`config.mk`:
```
export PLATFORM = sky130hd
export DESIGN_NAME = bp_me_stream_gather
export DESIGN_NICKNAME = d
export VERILOG_FILES = /design/src/rtl/bp_me_pkg.sv /design/src/rtl/bsg_counter_clear_up.sv /design/src/rtl/bp_me_stream_gather.sv
export SDC_FILE = /design/constraint.sdc
export NUM_CORES = 1
export LEC_CHECK = 0
export BUFFER_PORTS_ARGS = -buffer_cell sky130_fd_sc_hd__buf_2
export CAP_MARGIN = 20
export CORE_AREA = 2 2 273 275
export DETAILED_ROUTE_END_ITERATION = 16
export DIE_AREA = 0 0 275 277
export PLACE_DENSITY = 0.31
export SYNTH_ARGS = -nofsm -noshare
export SYNTH_HDL_FRONTEND = slang
export SYNTH_SLANG_ARGS = --single-unit
```
`constraint.sdc`:
```
create_clock -name clk_i -period 6.7 [get_ports clk_i]
set_input_delay 1.34 -clock clk_i [delete_from_list [all_inputs] [get_ports clk_i]]
set_output_delay 1.34 -clock clk_i [all_outputs]
set_load 0.005 [all_outputs]
```
`src/rtl/bp_me_pkg.sv`:
```
// Shared BedRock memory header types, processor configuration selector and
// gather FSM states used by the ME stream blocks.
package bp_me_pkg;

  typedef enum logic [1:0] {
    e_bp_default_cfg = 2'd0,
    e_bp_small_cfg   = 2'd1
  } bp_params_e;

  localparam int dword_width_p     = 64;
  localparam int cce_block_width_p = 512;
  localparam int paddr_width_p     = 40;
  localparam int lce_id_width_p    = 8;
  localparam int way_id_width_p    = 3;
  localparam int mem_type_count_lp = 16;

  typedef enum logic [3:0] {
    e_bedrock_mem_rd    = 4'd0,
    e_bedrock_mem_wr    = 4'd1,
    e_bedrock_mem_uc_rd = 4'd2,
    e_bedrock_mem_uc_wr = 4'd3,
    e_bedrock_mem_pre   = 4'd4,
    e_bedrock_mem_amo   = 4'd5
  } bp_bedrock_mem_type_e;

  typedef enum logic [2:0] {
    e_bedrock_msg_size_1   = 3'd0,
    e_bedrock_msg_size_2   = 3'd1,
    e_bedrock_msg_size_4   = 3'd2,
    e_bedrock_msg_size_8   = 3'd3,
    e_bedrock_msg_size_16  = 3'd4,
    e_bedrock_msg_size_32  = 3'd5,
    e_bedrock_msg_size_64  = 3'd6,
    e_bedrock_msg_size_128 = 3'd7
  } bp_bedrock_msg_size_e;

  typedef struct packed {
    logic [lce_id_width_p-1:0] lce_id;
    logic [way_id_width_p-1:0] way_id;
    logic                      prefetch;
  } bp_bedrock_mem_payload_s;

  typedef struct packed {
    bp_bedrock_mem_payload_s  payload;
    bp_bedrock_msg_size_e     size;
    logic [paddr_width_p-1:0] addr;
    bp_bedrock_mem_type_e     msg_type;
  } bp_bedrock_mem_header_s;

  typedef enum logic [1:0] {
    e_ready  = 2'd0,
    e_gather = 2'd1,
    e_out    = 2'd2
  } bp_me_gather_state_e;

  // Header carries the widest address; smaller configs use only the low bits.
  function automatic int bp_paddr_width(bp_params_e cfg);
    case (cfg)
      e_bp_small_cfg: return 32;
      default:        return paddr_width_p;
    endcase
  endfunction

endpackage

```
`src/rtl/bsg_counter_clear_up.sv`:
```
// Saturating up counter with synchronous clear; clear and up together load 1.
module bsg_counter_clear_up
  #(parameter int max_val_p = 8
   ,parameter int width_p   = $clog2(max_val_p + 1)
   )
  (input  logic               clk_i
  ,input  logic               reset_n_i
  ,input  logic               clear_i
  ,input  logic               up_i
  ,output logic [width_p-1:0] count_o
  );

  localparam logic [width_p-1:0] max_lp = width_p'(max_val_p);

  logic [width_p-1:0] count_r;

  always_ff @(posedge clk_i or negedge reset_n_i) begin
    if (!reset_n_i) begin
      count_r <= '0;
    end else if (clear_i) begin
      count_r <= up_i ? width_p'(1) : '0;
    end else if (up_i && (count_r != max_lp)) begin
      count_r <= count_r + width_p'(1);
    end
  end

  assign count_o = count_r;

endmodule

```
`src/rtl/bp_me_stream_gather.sv`:
```
// Gathers a locked stream of narrow beats into one block-wide message and
// presents it on a ready/valid output; flags beats beyond the block as overflow.
module bp_me_stream_gather
  import bp_me_pkg::*;
  #(parameter bp_params_e bp_params_p = e_bp_default_cfg
   ,parameter int stream_data_width_p = dword_width_p
   ,parameter int block_width_p       = cce_block_width_p
   ,parameter logic [mem_type_count_lp-1:0] payload_mask_p = '0
   )
  (input  logic                           clk_i
  ,input  logic                           reset_n_i
  ,input  bp_bedrock_mem_header_s         in_header_i
  ,input  logic [stream_data_width_p-1:0] in_data_i
  ,input  logic                           in_v_i
  ,input  logic                           in_lock_i
  ,output logic                           in_yumi_o
  ,output bp_bedrock_mem_header_s         out_header_o
  ,output logic [block_width_p-1:0]       out_data_o
  ,output logic                           out_v_o
  ,input  logic                           out_ready_and_i
  ,output logic                           error_o
  );

  localparam int stream_words_lp = block_width_p / stream_data_width_p;
  localparam int count_width_lp  = $clog2(stream_words_lp + 1);
  localparam int idx_width_lp    = (stream_words_lp > 1) ? $clog2(stream_words_lp) : 1;
  localparam logic [count_width_lp-1:0] full_count_lp = count_width_lp'(stream_words_lp);
  localparam logic [idx_width_lp-1:0]   last_idx_lp   = idx_width_lp'(stream_words_lp - 1);
  localparam logic [paddr_width_p-1:0]  addr_mask_lp  =
    {paddr_width_p{1'b1}} >> (paddr_width_p - bp_paddr_width(bp_params_p));

  bp_me_gather_state_e         state_r;
  bp_bedrock_mem_header_s      header_r;
  logic [block_width_p-1:0]    data_r;
  logic                        out_v_r;
  logic                        error_r;
  logic [count_width_lp-1:0]   count;
  logic [idx_width_lp-1:0]     wr_idx;
  bp_bedrock_mem_type_e        cur_type;
  logic                        accept, first_beat, replicate, overflow;

  assign accept     = in_v_i & (state_r != e_out);
  assign first_beat = accept & (state_r == e_ready);
  assign overflow   = accept & (state_r == e_gather) & (count == full_count_lp);
  assign cur_type   = (state_r == e_ready) ? in_header_i.msg_type : header_r.msg_type;
  assign replicate  = (first_beat & ~in_lock_i) | ~payload_mask_p[cur_type];

  bsg_counter_clear_up
    #(.max_val_p(stream_words_lp)
     ,.width_p  (count_width_lp)
     )
    word_counter
     (.clk_i    (clk_i)
     ,.reset_n_i(reset_n_i)
     ,.clear_i  (first_beat)
     ,.up_i     (accept)
     ,.count_o  (count)
     );

  // Once the block is full, further beats keep landing in the last word.
  always_comb begin
    wr_idx = '0;
    if (state_r == e_gather) begin
      wr_idx = (count == full_count_lp) ? last_idx_lp : idx_width_lp'(count);
    end
  end

  always_ff @(posedge clk_i) begin
    if (first_beat) begin
      header_r      <= in_header_i;
      header_r.addr <= in_header_i.addr & addr_mask_lp;
    end
    if (accept) begin
      for (int w = 0; w < stream_words_lp; w++) begin
        if (replicate || (wr_idx == idx_width_lp'(w))) begin
          data_r[w*stream_data_width_p +: stream_data_width_p] <= in_data_i;
        end
      end
    end
  end

  always_ff @(posedge clk_i or negedge reset_n_i) begin
    if (!reset_n_i) begin
      state_r <= e_ready;
      out_v_r <= 1'b0;
      error_r <= 1'b0;
    end else begin
      case (state_r)
        e_ready, e_gather: begin
          if (accept) begin
            state_r <= in_lock_i ? e_gather : e_out;
            out_v_r <= ~in_lock_i;
          end
        end
        e_out: begin
          if (out_ready_and_i) begin
            state_r <= e_ready;
            out_v_r <= 1'b0;
          end
        end
        default: begin
          state_r <= e_ready;
          out_v_r <= 1'b0;
        end
      endcase
      if (overflow) begin
        error_r <= 1'b1;
      end
    end
  end

  assign in_yumi_o    = accept;
  assign out_header_o = header_r;
  assign out_data_o   = data_r;
  assign out_v_o      = out_v_r;
  assign error_o      = error_r;

endmodule

```
## After elaboration in Yosys (flattened, before gate mapping)

Memory sizes are Yosys's and may differ from the RTL's.
Cells that the tools add are included.

- Bits in registers: 579
- Memory bits (read-only): 16
- Input bits: 128
- Output and inout port bits: 574
- Word-level logic and storage cells: 79
- Memories kept: 1

Memories:

| memory | depth | width | read ports | clocked after Yosys merged registers in | write ports | RTL line | RTL |
|---|---|---|---|---|---|---|---|
| (name not given) | 16 | 1 | 1 | 0 | 0 | bp_me_stream_gather.sv:46 | `assign replicate = (first_beat & ~in_lock_i) \| ~payload_mask_p[cur_type];` |

- Add/subtract/negate cells: 1
- $lt $le $gt $ge: 1
- Equality and inequality tests: 14
- Mux-type cells: 14
- Bitwise operators: 8
- Reduce and logical (&&, ||, !) cells: 22

Operators with widths:

| cell | number |
|---|---|
| 2-bit AND reduction | 9 |
| 3-bit == test, second input constant | 4 |
| 4-bit two-way mux | 3 |
| 1-bit logical OR | 8 |
| 3-bit by 2-bit == test with 1-bit output, second input constant | 2 |
| 2-bit two-way mux | 3 |
| 3-bit two-way mux | 2 |
| 2-bit inequality test, second input constant | 3 |
| 1-bit AND | 5 |
| 4-bit by 5-bit < comparator with 1-bit output, second input constant | 1 |
| 4-bit by 1-bit adder with 4-bit output, second input constant | 1 |
| 4-bit == test, second input constant | 1 |
| 1-bit two-way mux | 4 |
| 4-bit inequality test, second input constant | 1 |
| 2-bit one-hot mux with 2 select lines | 1 |
| 3-bit by 1-bit == test with 1-bit output, second input constant | 1 |
| 3-bit logical NOT | 1 |
| 2-bit by 1-bit == test with 1-bit output, second input constant | 1 |
| 2-bit == test, second input constant | 1 |
| 2-bit logical NOT | 1 |
| 1-bit inverter | 2 |
| 1-bit one-hot mux with 2 select lines | 1 |
| 2-bit nonzero test | 1 |
| 2-bit OR reduction | 1 |
| 2 further kinds | 2 |

## Logic depth before layout (Yosys ltp)

- Depth in word-level cells: 8
- Gate-level depth with buffers: 5
- Mapped depth without buffers: 5

## Modules after synthesis

Synthesis repeated with hierarchy kept, for this count alone.

- Cells, all modules: 607
- Area total of the unflattened synthesis: 7430.9 um^2

Modules (own cells, without submodules):

| module | instances | cells each | area an instance (um^2) | sequential area each (um^2) |
|---|---|---|---|---|
| bp_me_stream_gather | 1 | 585 | 7201.9 | 3768.6 |
| bsg_counter_clear_up | 1 | 22 | 229.0 | 100.1 |

## Worst setup path before layout

OpenSTA, ideal clock, no wires.

- Kind: input port to output port
- Start: input port in_v_i
- End: output port in_yumi_o
- Data arrival time: 3.094 ns
- Required time: 5.360 ns
- Path slack: 2.266 ns
- Cell stages on the path: 2
- Buffers on the path: 1
- Cells stage by stage: buf_2 and2_1

- Cells in the longest elaborated chain, start to end: 1

Ends and longest elaborated chain:

| item | RTL line | RTL |
|---|---|---|
| start: declaration | bp_me_stream_gather.sv:14 | `,input logic in_v_i` |
| 1-bit AND | bp_me_stream_gather.sv:42 | `assign accept = in_v_i & (state_r != e_out);` |
| end: declaration | bp_me_stream_gather.sv:16 | `,output logic in_yumi_o` |

Every way passes these cells.

## Worst setup path after layout

Ends and elaborated chain as after synthesis.

==> metrics.md <==
| Metric | Value |
|---|---|
| Status | completed |
| Placed cells | 1831 |
| Largest area contributor in the synthesized netlist | edfxtp_1 |
| Synth Net Count | 738 |
| Vias in the first global route | roughly 4200 |
| Vias | 4743 |
| Post-synth EDFFs | 123 |
| Placed Area | 8820 µm² |
| Mapped Cells | 608 |
| Crit. End Element | output port |
| Pleak | 4.41 nW |
| Num CTS Buffers | 17 |
| CTS tree | built |
| Setup repair after global routing missed its margin | no |
| Worst-path clk slew | roughly 0.070 ns |
| Clk Tree Root Cell | clkbuf_16 |
| Gr usage total | slightly above 6% |
| Count leader, synth | buf_4 |
| Top post-synthesis cells by count | buf_4, edfxtp_1, dfrtp_1 |
| Worst EP required | 5.36 ns |
| Final nets | 1011 |
| Drt wl/cell | 13.3 µm |
| Die width | approximately 280 µm |
| Largest net degree at the start of global routing | 63 |
| Final worst path period share | a little over half |
| Worst rel slew slack | a little over two fifths |
| Pwr Density | about 260 nW/µm² |
| Syn_area_per_cell | around 12 µm² |
| Ranking of synthesized cells by area | edfxtp_1, buf_4, dfrtp_1 |
| # resized after CTS | 0 |
| VDD IR max | ~0.13 mV |
| Worst clock skew | 0.0163 ns |
| Launch point of the worst reg-to-reg path | state_r[0] |
| GP Congestion | 0.723 |
| Final hold vios | 0 |
| YS warnings | 0 |
| Post-synth top area share | 49.6% |
| Global route overflow | 0 |
| Share of cells above drive strength 1 | between 80% and 90% |
| Sequential-to-total area share from yosys stat | between 50% and 60% |
| Yosys reg bits | 130 |
| Synth Flop Type | edfxtp_1 |
| Post-DP HPWL | 19700 µm |
| Core area | approximately 74000 µm² |
| Worst hold-check path type | register to register |
| Iter 0 DRT Violations | 125 |
| H-tree level count | 4 |
| Worst Setup EP | in_yumi_o |
| DR DRC count | 0 |
| Arr. time, crit path | 2.29 ns |
| Synth async-reset ratio | 5.38% |
| Die area | 76200 µm² |
| Setup TNS | 0 ns |
| Rows | 100 |
| Setup violators final | 0 |
| Die Ht | 277 µm |
| I/O pins | 702 |
| Worst slew pin tran | 0.859 ns |
| Synth Cell Area | roughly 7400 µm² |
| Hold buffers post-CTS | 0 |
| Max-cap violations | 0 |
| Critical Path Start | in_v_i |
| F_max | 0.275 GHz |
| Post-Layout Cell Count | about 1900 |
| Clock sink count | 130 |
| Antenna violations before repair | 9 |
| ANT nets after route | 0 |
| First-pass GRT wire length | 31500 µm |
| Synth unique cells | 23 |
| Type of origin of the critical path | input pin |
| Finished Cell Area | between 9000 and 10000 µm² |
| Pre-Repair DR Iteration Count | 4 |
| Clock insertion delay at the later pin of the skew report | 0.47 ns |
| CP Class | input pin to output port |
| Pins over their slew limit | 0 |
| PortBufs | about 700 |
| Crit path time final | 3.63 ns |
| Critical-path maximum fanout | 26 |
| # fillers | 8454 |
| Total wire length | 25000 µm |
| Flop-to-flop setup slack | between 4 and 5 ns |
| R2R depth | 3 |
| Worst r2r dst | out_data_o[19] |
| Max clock buf depth | 2 |
| Area added between synthesis and finish | 26.3% |
| Post-CTS Setup Inserts | 0 |
| Vias per inst | 2.54 |
| Initial Util | 10.1% |
metrics by stage:
stage | worst slack (ns) | util, % | hold WS [ns] | total power [mW]
after global routing | 2.96 | 12.8 | 0.522 | 2.55
after global placement | 3.03 | 12.0 | 0.457 | 1.47
after CTS | 3.02 | 12.8 | 0.487 | 2.50
after floorplan | 2.27 | - | 0.468 | 1.38
after detailed placement | 3.01 | 12.0 | 0.464 | 1.47
final | 3.07 | 12.8 | 0.485 | 2.40
layer usage:
metal	wire length [µm]	track usage (%)
met2	12600	10.7
met1	9560	6.46
met5	27	0
met4	445	2.95
met3	2320	2.61
cell families (layout without fill, tap and decap cells):
kind of cell | after synthesis | in the layout | share of synthesized area [%]
buf+inv | 453 | 739 | 45.4
flops | 130 | 130 | 51.9
simple gates | 11 | 11 | 1.01
compound gates | 10 | 10 | 1.02
fa+ha+maj | 2 | 2 | 0.336
mux | 2 | 2 | 0.269
other cells | 0 | 6 | 0
report_power, final:
part,internal (mW),switching (mW)
Sequential,0.972,0.0922
Combinational,0.191,0.179
Clock,0.492,0.478
registers in the layout, summed over array words and instances (netlist names):
signal	flops
out_header_o	59
error_o	1
out_data_o	64
state_r	2
word_counter.count_o	4
final cells by class:
type / instances / area (µm²) / area share [%]
Clock inverter: 15 / 139 / 1.48
Inverter: 4 / 15.0 / 0.160
Clock buffer: 17 / 425 / 4.52
Timing Repair Buffer: 703 / 3520 / 37.5
Sequential cell: 130 / 3870 / 41.1
Multi-Input combinational cell: 25 / 205 / 2.18
Tap cell: 969 / 1210 / 12.9
Antenna cell: 6 / 15.0 / 0.160
cells in the final DEF (no fill, tap or decap), types with 2 or more instances in the layout:
| cell | n |
|---|---|
| inv_1 | 4 |
| a21oi_1 | 2 |
| buf_2 | 701 |
| nand2_1 | 2 |
| mux2i_1 | 2 |
| clkinvlp_4 | 3 |
| clkbuf_16 | 17 |
| nand3b_1 | 2 |
| ha_1 | 2 |
| diode_2 | 6 |
| a311oi_1 | 2 |
| buf_4 | 2 |
| edfxtp_1 | 123 |
| dfrtp_1 | 7 |
| inv_6 | 4 |
| inv_8 | 6 |
| nor2_1 | 2 |
critical path, cell delays in order:
cell and delay, ns:
buf_2 0.22, and2_4 0.47, buf_2 0.21
worst min-delay path by stage:
stage          startpoint       to  slack [ns]  cells past startpoint
6_report          error_o  error_o        0.48                      1
3_5_place_dp      error_o  error_o        0.46                      1
5_1_grt           error_o  error_o        0.52                      1
3_3_place_gp      error_o  error_o        0.46                      1
4_1_cts           error_o  error_o        0.49                      1
2_1_floorplan     error_o  error_o        0.47                      1
Note: power is estimated with default switching activity, not from simulation.
